`config.mk`:
```
export PLATFORM = sky130hd
export DESIGN_NAME = alu_share_ctrl_flat
export DESIGN_NICKNAME = d
export VERILOG_FILES = /design/src/rtl/alu_pkg.sv /design/src/rtl/alu_share_ctrl_if.sv /design/src/rtl/alu_share_ctrl_rr_arb2.sv /design/src/rtl/alu_share_ctrl.sv /design/src/flat_wrapper.sv
export SDC_FILE = /design/constraint.sdc
export NUM_CORES = 1
export LEC_CHECK = 0
export ABC_AREA = 0
export BUFFER_PORTS_ARGS = -buffer_cell sky130_fd_sc_hd__buf_2
export CORE_MARGIN = 5
export CORE_UTILIZATION = 40
export DETAILED_ROUTE_END_ITERATION = 8
export PLACE_DENSITY = 0.82
export SLEW_MARGIN = 20
export SYNTH_ARGS = -nofsm -noshare
export SYNTH_HDL_FRONTEND = slang
export SYNTH_SLANG_ARGS = --single-unit
```
`constraint.sdc`:
```
create_clock -name clk -period 2.95 [get_ports clk]
set_input_delay 0.4425 -clock clk [delete_from_list [all_inputs] [get_ports clk]]
set_output_delay 0.4425 -clock clk [all_outputs]
set_load 0.01 [all_outputs]
```
`src/rtl/alu_pkg.sv`:
```
// alu_pkg: ALU op codes, ALUOp modes and controller state encoding shared by alu_share_ctrl.
package alu_pkg;
    localparam logic [5:0] OP_LD   = 6'b000000;
    localparam logic [5:0] OP_ADD  = 6'b000001;
    localparam logic [5:0] OP_SUB  = 6'b000010;
    localparam logic [5:0] OP_AND  = 6'b000011;
    localparam logic [5:0] OP_OR   = 6'b000100;
    localparam logic [5:0] OP_XOR  = 6'b000101;
    localparam logic [5:0] OP_NOT  = 6'b000110;
    localparam logic [5:0] OP_SHL  = 6'b000111;
    localparam logic [5:0] OP_SHR  = 6'b001000;
    localparam logic [5:0] OP_MUL  = 6'b001001;
    localparam logic [5:0] OP_DIV  = 6'b001010;
    localparam logic [5:0] OP_MOD  = 6'b001011;
    localparam logic [5:0] OP_LAST = 6'b001011;
    localparam logic [1:0] AOP_NORM = 2'b00;
    localparam logic [1:0] AOP_IMM  = 2'b01;
    localparam logic [1:0] AOP_BNE  = 2'b10;
    localparam logic [1:0] AOP_IMM4 = 2'b11;
    typedef enum logic [1:0] {S_IDLE, S_EXEC, S_RESP} state_t;
    function automatic logic is_muldiv(input logic [5:0] op);
        return op == OP_MUL || op == OP_DIV || op == OP_MOD;
    endfunction
endpackage

```
`src/rtl/alu_share_ctrl_if.sv`:
```
// alu_share_ctrl_if: one requester's request and held-response channels into alu_share_ctrl.
interface alu_share_ctrl_if #(parameter int DATA_W = 32);
    logic              req_valid;
    logic              req_ready;
    logic [5:0]        req_op;
    logic [1:0]        req_aluop;
    logic [DATA_W-1:0] req_a;
    logic [DATA_W-1:0] req_b;
    logic              rsp_valid;
    logic              rsp_ready;
    logic [DATA_W-1:0] rsp_result;
    logic              rsp_zero;
    logic              rsp_err;
    modport master (
        output req_valid, req_op, req_aluop, req_a, req_b, rsp_ready,
        input  req_ready, rsp_valid, rsp_result, rsp_zero, rsp_err
    );
    modport slave (
        input  req_valid, req_op, req_aluop, req_a, req_b, rsp_ready,
        output req_ready, rsp_valid, rsp_result, rsp_zero, rsp_err
    );
endinterface

```
`src/rtl/alu_share_ctrl_rr_arb2.sv`:
```
// rr_arb2: two-way round-robin grant; on contention the requester that did not win last time wins.
module rr_arb2 (
    input  logic [1:0] valid,
    input  logic       last_grant,
    output logic [1:0] grant
);
    always_comb grant = (&valid) ? (last_grant ? 2'b01 : 2'b10) : valid;
endmodule

```
`src/rtl/alu_share_ctrl.sv`:
```
// alu_share_ctrl: round-robin time-sharing of one combinational ALU between two requesters.
// Define ALU_SHARE_MULTICYCLE_EN to stretch EXEC by MULDIV_LAT cycles for mul/div/mod.
module alu_share_ctrl
    import alu_pkg::*;
#(
    parameter int DATA_W     = 32,
    parameter int MULDIV_LAT = 4
) (
    input  logic              clk,
    input  logic              rst_n,
    alu_share_ctrl_if.slave   r0,
    alu_share_ctrl_if.slave   r1,
    output logic [DATA_W-1:0] alu_data1,
    output logic [DATA_W-1:0] alu_data2,
    output logic [5:0]        alu_operation,
    output logic [1:0]        alu_aluop,
    input  logic [DATA_W-1:0] alu_result,
    input  logic              alu_zero
);
    state_t                   state_q, state_d;
    logic                     owner_q, owner_d, last_q, last_d;
    logic [DATA_W-1:0]        d1_q, d1_d, d2_q, d2_d;
    logic [5:0]               op_q, op_d;
    logic [1:0]               aop_q, aop_d;
    logic [1:0]               vld_q, vld_d, zero_q, zero_d, err_q, err_d;
    logic [1:0][DATA_W-1:0]   res_q, res_d;
    logic [1:0]               grant, rdy;
    logic [5:0]               sel_op;
    logic                     cap, err;

    rr_arb2 u_arb (.valid({r1.req_valid, r0.req_valid}), .last_grant(last_q), .grant(grant));

    // ready is forced low while reset is held so every output reads 0 immediately
    assign rdy    = (rst_n && state_q == S_IDLE) ? grant : 2'b00;
    assign sel_op = grant[1] ? r1.req_op : r0.req_op;
    assign err    = (op_q > OP_LAST) | ((op_q == OP_DIV | op_q == OP_MOD) & d2_q == '0);

`ifdef ALU_SHARE_MULTICYCLE_EN
    localparam int CNT_W = $clog2(MULDIV_LAT + 1);
    logic [CNT_W-1:0] cnt_q, cnt_d;
    always_comb begin
        cnt_d = cnt_q;
        if (|rdy) cnt_d = is_muldiv(sel_op) ? CNT_W'(MULDIV_LAT) : '0;
        else if (state_q == S_EXEC && cnt_q != '0) cnt_d = cnt_q - CNT_W'(1);
    end
    always_ff @(posedge clk or negedge rst_n) begin
        if (!rst_n) cnt_q <= '0;
        else cnt_q <= cnt_d;
    end
    assign cap = state_q == S_EXEC && cnt_q == '0;
`else
    assign cap = state_q == S_EXEC;
`endif

    always_comb begin
        state_d = state_q;
        owner_d = owner_q;
        last_d  = last_q;
        d1_d    = d1_q;
        d2_d    = d2_q;
        op_d    = op_q;
        aop_d   = aop_q;
        vld_d   = vld_q;
        res_d   = res_q;
        zero_d  = zero_q;
        err_d   = err_q;
        if (|rdy) begin
            owner_d = grant[1];
            last_d  = grant[1];
            d1_d    = grant[1] ? r1.req_a : r0.req_a;
            d2_d    = grant[1] ? r1.req_b : r0.req_b;
            op_d    = sel_op;
            aop_d   = grant[1] ? r1.req_aluop : r0.req_aluop;
            state_d = S_EXEC;
        end
        if (cap) begin
            res_d[owner_q]  = (aop_q == AOP_BNE || err) ? '0 : alu_result;
            zero_d[owner_q] = (aop_q == AOP_NORM || aop_q == AOP_BNE) && alu_zero;
            err_d[owner_q]  = err;
            vld_d[owner_q]  = 1'b1;
            state_d         = S_RESP;
        end
        if (state_q == S_RESP && (owner_q ? r1.rsp_ready : r0.rsp_ready)) begin
            vld_d[owner_q] = 1'b0;
            state_d        = S_IDLE;
        end
    end

    always_ff @(posedge clk or negedge rst_n) begin
        if (!rst_n) begin
            state_q <= S_IDLE;
            owner_q <= 1'b0;
            last_q  <= 1'b1;
            d1_q    <= '0;
            d2_q    <= '0;
            op_q    <= '0;
            aop_q   <= '0;
            vld_q   <= '0;
            res_q   <= '0;
            zero_q  <= '0;
            err_q   <= '0;
        end else begin
            state_q <= state_d;
            owner_q <= owner_d;
            last_q  <= last_d;
            d1_q    <= d1_d;
            d2_q    <= d2_d;
            op_q    <= op_d;
            aop_q   <= aop_d;
            vld_q   <= vld_d;
            res_q   <= res_d;
            zero_q  <= zero_d;
            err_q   <= err_d;
        end
    end

    assign r0.req_ready  = rdy[0];
    assign r1.req_ready  = rdy[1];
    assign r0.rsp_valid  = vld_q[0];
    assign r1.rsp_valid  = vld_q[1];
    assign r0.rsp_result = res_q[0];
    assign r1.rsp_result = res_q[1];
    assign r0.rsp_zero   = zero_q[0];
    assign r1.rsp_zero   = zero_q[1];
    assign r0.rsp_err    = err_q[0];
    assign r1.rsp_err    = err_q[1];
    assign alu_data1     = d1_q;
    assign alu_data2     = d2_q;
    assign alu_operation = op_q;
    assign alu_aluop     = aop_q;
endmodule

```
`src/flat_wrapper.sv`:
```
// flat-port wrapper written by rule: the top's interface ports become plain ports
module alu_share_ctrl_flat import alu_pkg::*;
#(
    parameter int DATA_W     = 32,
    parameter int MULDIV_LAT = 4
)
  (clk, rst_n, alu_data1, alu_data2, alu_operation, alu_aluop, alu_result, alu_zero, r0_req_valid, r0_req_op, r0_req_aluop, r0_req_a, r0_req_b, r0_rsp_ready, r0_req_ready, r0_rsp_valid, r0_rsp_result, r0_rsp_zero, r0_rsp_err, r1_req_valid, r1_req_op, r1_req_aluop, r1_req_a, r1_req_b, r1_rsp_ready, r1_req_ready, r1_rsp_valid, r1_rsp_result, r1_rsp_zero, r1_rsp_err);
  alu_share_ctrl_if #(.DATA_W(DATA_W)) r0_i ();
  alu_share_ctrl_if #(.DATA_W(DATA_W)) r1_i ();
  input  logic clk;
  input  logic rst_n;
  output logic [DATA_W-1:0] alu_data1;
  output logic [DATA_W-1:0] alu_data2;
  output logic [5:0] alu_operation;
  output logic [1:0] alu_aluop;
  input  logic [DATA_W-1:0] alu_result;
  input  logic alu_zero;
  input wire logic [$bits(r0_i.req_valid)-1:0] r0_req_valid;
  input wire logic [$bits(r0_i.req_op)-1:0] r0_req_op;
  input wire logic [$bits(r0_i.req_aluop)-1:0] r0_req_aluop;
  input wire logic [$bits(r0_i.req_a)-1:0] r0_req_a;
  input wire logic [$bits(r0_i.req_b)-1:0] r0_req_b;
  input wire logic [$bits(r0_i.rsp_ready)-1:0] r0_rsp_ready;
  output wire logic [$bits(r0_i.req_ready)-1:0] r0_req_ready;
  output wire logic [$bits(r0_i.rsp_valid)-1:0] r0_rsp_valid;
  output wire logic [$bits(r0_i.rsp_result)-1:0] r0_rsp_result;
  output wire logic [$bits(r0_i.rsp_zero)-1:0] r0_rsp_zero;
  output wire logic [$bits(r0_i.rsp_err)-1:0] r0_rsp_err;
  input wire logic [$bits(r1_i.req_valid)-1:0] r1_req_valid;
  input wire logic [$bits(r1_i.req_op)-1:0] r1_req_op;
  input wire logic [$bits(r1_i.req_aluop)-1:0] r1_req_aluop;
  input wire logic [$bits(r1_i.req_a)-1:0] r1_req_a;
  input wire logic [$bits(r1_i.req_b)-1:0] r1_req_b;
  input wire logic [$bits(r1_i.rsp_ready)-1:0] r1_rsp_ready;
  output wire logic [$bits(r1_i.req_ready)-1:0] r1_req_ready;
  output wire logic [$bits(r1_i.rsp_valid)-1:0] r1_rsp_valid;
  output wire logic [$bits(r1_i.rsp_result)-1:0] r1_rsp_result;
  output wire logic [$bits(r1_i.rsp_zero)-1:0] r1_rsp_zero;
  output wire logic [$bits(r1_i.rsp_err)-1:0] r1_rsp_err;
  assign r0_i.req_valid = r0_req_valid;
  assign r0_i.req_op = r0_req_op;
  assign r0_i.req_aluop = r0_req_aluop;
  assign r0_i.req_a = r0_req_a;
  assign r0_i.req_b = r0_req_b;
  assign r0_i.rsp_ready = r0_rsp_ready;
  assign r0_req_ready = r0_i.req_ready;
  assign r0_rsp_valid = r0_i.rsp_valid;
  assign r0_rsp_result = r0_i.rsp_result;
  assign r0_rsp_zero = r0_i.rsp_zero;
  assign r0_rsp_err = r0_i.rsp_err;
  assign r1_i.req_valid = r1_req_valid;
  assign r1_i.req_op = r1_req_op;
  assign r1_i.req_aluop = r1_req_aluop;
  assign r1_i.req_a = r1_req_a;
  assign r1_i.req_b = r1_req_b;
  assign r1_i.rsp_ready = r1_rsp_ready;
  assign r1_req_ready = r1_i.req_ready;
  assign r1_rsp_valid = r1_i.rsp_valid;
  assign r1_rsp_result = r1_i.rsp_result;
  assign r1_rsp_zero = r1_i.rsp_zero;
  assign r1_rsp_err = r1_i.rsp_err;
  alu_share_ctrl #(.DATA_W(DATA_W), .MULDIV_LAT(MULDIV_LAT)) u_core (.clk(clk), .rst_n(rst_n), .r0(r0_i), .r1(r1_i), .alu_data1(alu_data1), .alu_data2(alu_data2), .alu_operation(alu_operation), .alu_aluop(alu_aluop), .alu_result(alu_result), .alu_zero(alu_zero));
endmodule
```
Yosys cells after proc, flatten, opt, wreduce, memory -nomap -nowiden

Index checks and enable logic that the tools add are counted.

Register bits: 146
Word-level logic and storage cells: 59
Bits in latches: 0
Memories kept: 0
Bits in writable memories: 0
Input port bits: 183
Bits in read-only memories: 0
Output and inout bits: 144

Eq/ne operators: 5
Bitwise logic cells: 6
$lt $le $gt $ge: 3
$mul: 0
Reduce and logical (&&, ||, !) cells: 12
Add/subtract/negate cells: 0
Divide/modulo/power cells: 0
Multiplexer cells: 21
Shift operators: 0

Operators by type and width:

| cell                                                                         | number |
|---|---|
| 32-bit two-way mux                                                           | 4 |
| 64-bit bitwise mux                                                           | 1 |
| 32-bit demux with 1-bit select                                               | 1 |
| 32-bit zero test                                                             | 1 |
| 2-bit two-way mux                                                            | 9 |
| 6-bit by 4-bit == test with 1-bit output, second input constant              | 2 |
| 6-bit by 4-bit > comparator with 1-bit output, second input constant         | 1 |
| 6-bit two-way mux                                                            | 1 |
| 2-bit bitwise mux                                                            | 2 |
| 2-bit == test, second input constant                                         | 2 |
| 1-bit logical AND                                                            | 4 |
| 2-bit zero test                                                              | 2 |
| 3-bit nonzero test                                                           | 1 |
| 2-bit AND                                                                    | 1 |
| 2-bit by 1-bit == test with 1-bit output, second input constant              | 1 |
| 1-bit logical OR                                                             | 2 |
| 1-bit by 2-bit less-than comparator with 1-bit output, second input constant | 1 |
| 1-bit two-way mux                                                            | 2 |
| 2-bit inverter                                                               | 1 |
| 1-bit bitwise OR                                                             | 2 |
| 2-bit bitwise OR                                                             | 1 |
| 2-bit AND reduction                                                          | 1 |
| 2-bit OR reduction                                                           | 1 |
| 1-bit AND                                                                    | 1 |
| other kinds (2)                                                              | 2 |

Logic depth before layout (Yosys ltp)

Word-level depth: 8
Gate-level depth with buffers: 7
Gate-level depth less buffers: 4

Hierarchy

Synthesis repeated with hierarchy kept, for this count alone.

Cell total of the unflattened synthesis: 618
Area total of the unflattened synthesis: 6468.7 um^2

By module, submodules not included:

| module         | times used | cells an instance | area each (um^2) | sequential area each (um^2) |
|---|---|---|---|---|
| alu_share_ctrl | 1          | 615               | 6449.9           | 3654.8 |
| rr_arb2        | 1          | 3                 | 18.8             | 0.0 |

Least setup slack after synthesis

Ideal clock, no wire load.

Path kind: reg-to-reg
Start: reg u_core.op_q[2], in the netlist u_core.alu_operation[2]
End: reg u_core.res_q, in the netlist u_core.r0.rsp_result[13]
Path slack: 1.260 ns
Arrival time: 1.571 ns
Path buffers: 1
Required time: 2.831 ns
Stages on the path, launching flop included: 6
Path through: dfrtp_1 nor4b_4 nand4_2 o31ai_4 buf_6 o21ai_2

Word-level cells in the longest chain between the ends: 7

RTL lines:

| what                                                                                  | line                  | source |
|---|---|---|
| start: declaration                                                                    | alu_share_ctrl.sv:23  | `logic [5:0] op_q, op_d;` |
| start signal: assignment                                                              | alu_share_ctrl.sv:108 | `op_q <= op_d;` |
| branches (longest 3 deep; another with 6-bit by 4-bit > comparator with 1-bit output) | -                     |  |
| 1-bit bitwise OR *                                                                    | alu_share_ctrl.sv:36  | `assign err = (op_q > OP_LAST) \| ((op_q == OP_DIV \| op_q == OP_MOD) & d2_q == '0);` |
| 1-bit logical OR *                                                                    | alu_share_ctrl.sv:77  | `res_d[owner_q] = (aop_q == AOP_BNE \|\| err) ? '0 : alu_result;` |
| 32-bit two-way mux *                                                                  | alu_share_ctrl.sv:77  |  |
| 64-bit bitwise mux *                                                                  | alu_share_ctrl.sv:77  |  |
| end signal: assignment                                                                | alu_share_ctrl.sv:111 | `res_q <= res_d;` |
| end: declaration                                                                      | alu_share_ctrl.sv:26  | `logic [1:0][DATA_W-1:0] res_q, res_d;` |

Mark *: on every way between the ends.
A chain may end at the register's enable or synchronous reset.

Final worst setup path

Start: in rst_n
End: out r0_req_ready

Word-level cells in the longest chain between the ends: 2

RTL lines:

| what               | line                 | source |
|---|---|---|
| start: declaration | flat_wrapper.sv:11   | `input logic rst_n;` |
| 1-bit logical AND  | alu_share_ctrl.sv:34 | `assign rdy = (rst_n && state_q == S_IDLE) ? grant : 2'b00;` |
| 2-bit two-way mux  | alu_share_ctrl.sv:34 |  |
| end: declaration   | flat_wrapper.sv:24   | `output wire logic [$bits(r0_i.req_ready)-1:0] r0_req_ready;` |

No other way between the ends.

==> results_dict.tcl <==
set metrics [dict create \
    yosysMostFrequentCell "dfrtp_1" \
    synthArstFlopShare 1.00 \
    max_freq_ghz 0.405 \
    insertion_delay_ps 410 \
    synthSimpleGateAreaFrac 0.131 \
    drt-vias-per-instance 4.87 \
    critPathKind "in -> out" \
    drt_wl_total_mm 18.8 \
    first_pass_iters 5 \
    final_cell_area_mm2 0.00891 \
    synth-compound-area-share 0.151 \
    ys_ff_latch 146 \
    cp.required_ps 2510 \
    ys_top_cells_by_count "145 x dfrtp_1, 100 x nand2_1, 78 x a21oi_1" \
    synth_area_leader_cell "dfrtp_1" \
    crit_buf_inv 3 \
    relSlewSlack 0.466 \
    power_switching_mw 3.52 \
    post_cts_buffers 0 \
    path_max_fanout 25 \
    path_cells "dlygate4sd3_1 > buf_6 > nor3b_2 > nand2_1 > a21oi_1 > buf_2" \
    p_leak_nw 4.57 \
    synth_top_family_by_area "compound AO/OA/AOI/OAI gates" \
    vias 5674 \
    drive_gt1_frac 0.448 \
    fin_hold_ws_ps 281 \
    drv_slew 0 \
    detail_route.wl_per_cell_um 16.2 \
    antenna_cells 0 \
    yosysTopAreaCellShare 0.559 \
    grt.total_usage 0.197 \
    die_area_mm2 0.0189 \
    hpwl_mm 14.5 \
    rsz0062_at_grt "no" \
    arrival_ps 2030 \
    nFillCells 1405 \
    dp.cells 1134 \
    io_pins 327 \
    power.total_mw 9.23 \
    antenna_found_initial 0 \
    timing.setup.tns_ps 0 \
    grt_pass1_wl_mm 29.1 \
    fin_crit_sh 0.837 \
    hold_path_class "in -> reg" \
    slowest_delay_ps 550 \
    p_int_mw 5.71 \
    cp-start-kind "primary input" \
    root_buffer "clkbuf_16" \
    path_clk_slew_ps 60 \
    fin_nets 1121 \
    status "completed" \
    synth_nets 800 \
    drc_errors 0 \
    clock_path_buffers 2 \
    dpl_cell_area_mm2 0.00833 \
    syn_area_per_cell_um2 10.5 \
    cp_slowest_cell "dlygate4sd3_1" \
    worst_pin_slew_ps 801 \
    pwr-share-seq 0.390 \
    overflow 0 \
    port_buffers 326 \
    antenna_left 0 \
    peakVddDrop_mv 0.439 \
    synthMuxAreaShare 0.113 \
    p_comb_frac 0.382 \
    ys_warn_count 0 \
    numCtsBuffers 17 \
    syn_inst 617 \
    cp-end-kind "primary output" \
    finalHoldViolCount 0 \
    syn-cell-area_mm2 0.00649 \
    core_mm2 0.0159 \
    die_x_um 137 \
    utilization 0.561 \
    setup_viol 0 \
    start_util 0.409 \
    grt_max_degree 64 \
    drv_cap 0 \
    crit_family "buffers and inverters" \
    clkPwrFrac 0.227 \
    die_y_um 137 \
    core.rowCount 46 \
    pre_cts_ws_ps 699 \
    htreeDepth 4 \
    finalClockSkew_ps 8.05 \
    gp_congestion 0.815 \
    fin_cells 1164 \
    synth_adder_area_share 0 \
    cts_tree "done" \
    area_growth_pct 37.3 \
    final.min_clock_period_ps 2470 \
    setup_ws_ps 480 \
    synthTopCellsByArea "dfrtp_1 56%, mux2i_1 11%, a21oi_1 6.0%, nand2_1 5.8%, o21ai_2 5.4%" \
    p_per_area_mw_per_mm2 1040 \
    ys_types 34 \
    grt_pass1_vias 5629 \
    synth-xor-area-share 0 \
    drt_iter0_markers 204 \
    synth_flop_cell "dfrtp_1" \
    clkSinkCount 146 \
    ys_seq_area_frac 0.563 \
    swShare 0.381 \
    synth_edf_count 0 \
]
[sequential cells by signal (all words and copies together) (netlist names), named ones only]
signal                count
u_core.last_q             1
u_core.r0.rsp_result     32
u_core.alu_data2         32
u_core.err_q              2
u_core.alu_operation      6
u_core.owner_q            1
u_core.alu_aluop          2
u_core.alu_data1         32
u_core.zero_q             2
u_core.state_q            2
u_core.r1.rsp_result     32
[final cells by class]
class,instances,area (um^2),area share
Sequential cell,146,3650,0.410
Multi-Input combinational cell,424,2580,0.290
Timing Repair Buffer,344,1810,0.203
Clock buffer,20,467,0.0524
Tap cell,216,270,0.0303
Clock inverter,9,108,0.0121
Inverter,5,18.8,0.00211
[layer usage]
layer / routed length, um / global-route usage / vias to the layer above
met5: 0 / 0 / -
met4: 326 / 0.0643 / 0
met3: 1540 / 0.0541 / 25
met2: 9470 / 0.341 / 249
met1: 7480 / 0.239 / 2642
li1: - / - / 2758
[worst paths after layout]
path	from	end	slack [ps]	depth (start not counted)
min in group asynchronous	rst_n	u_core.r0.rsp_result[0]	460	2
max	rst_n	r0_req_ready	480	6
max reg2reg	u_core.alu_data2[7]	u_core.r1.rsp_result[2]	720	5
max in group asynchronous	rst_n	u_core.alu_data2[9]	1430	3
min reg2reg	u_core.r1.rsp_result[3]	u_core.r1.rsp_result[3]	470	2
min	r0_req_valid	u_core.last_q	280	2
[cells in the final DEF, fill, tap and decap left out, types with 4 or more instances in the layout]
cell type  count
clkbuf_16     17
buf_2        325
dfrtp_1      145
o21ai_1       20
buf_4         14
nor2_1        76
nor4_1         4
mux2i_1       73
inv_1          5
a21oi_1       78
nand2_1      100
o21ai_0        6
o21ai_2       40
[repair_timing]
action / 4_1_cts / 5_1_grt
hold buffers: 1 / 0
hold endpoints to repair: 22 / 0
gates resized for setup: 0 / 0
setup endpoints to repair: 0 / 0
[power groups by stage]
| stage | Combinational (mW) | Clock, mW | Sequential (mW) |
|---|---|---|---|
| floorplan | 1.62 | 0 | 3.96 |
| global placement | 3.48 | 0 | 3.59 |
| detailed placement | 3.59 | 0 | 3.62 |
| CTS | 3.60 | 2.14 | 3.60 |
| global route | 3.93 | 2.23 | 3.72 |
| finish | 3.53 | 2.10 | 3.60 |
[kinds of logic after synthesis]
group | after synthesis
AND/OR/NAND/NOR | 196
AO/OA/AOI/OAI | 155
flip-flops | 146
multiplexers | 73
buffers and inverters | 47
Power figures use the tool's default switching activity.
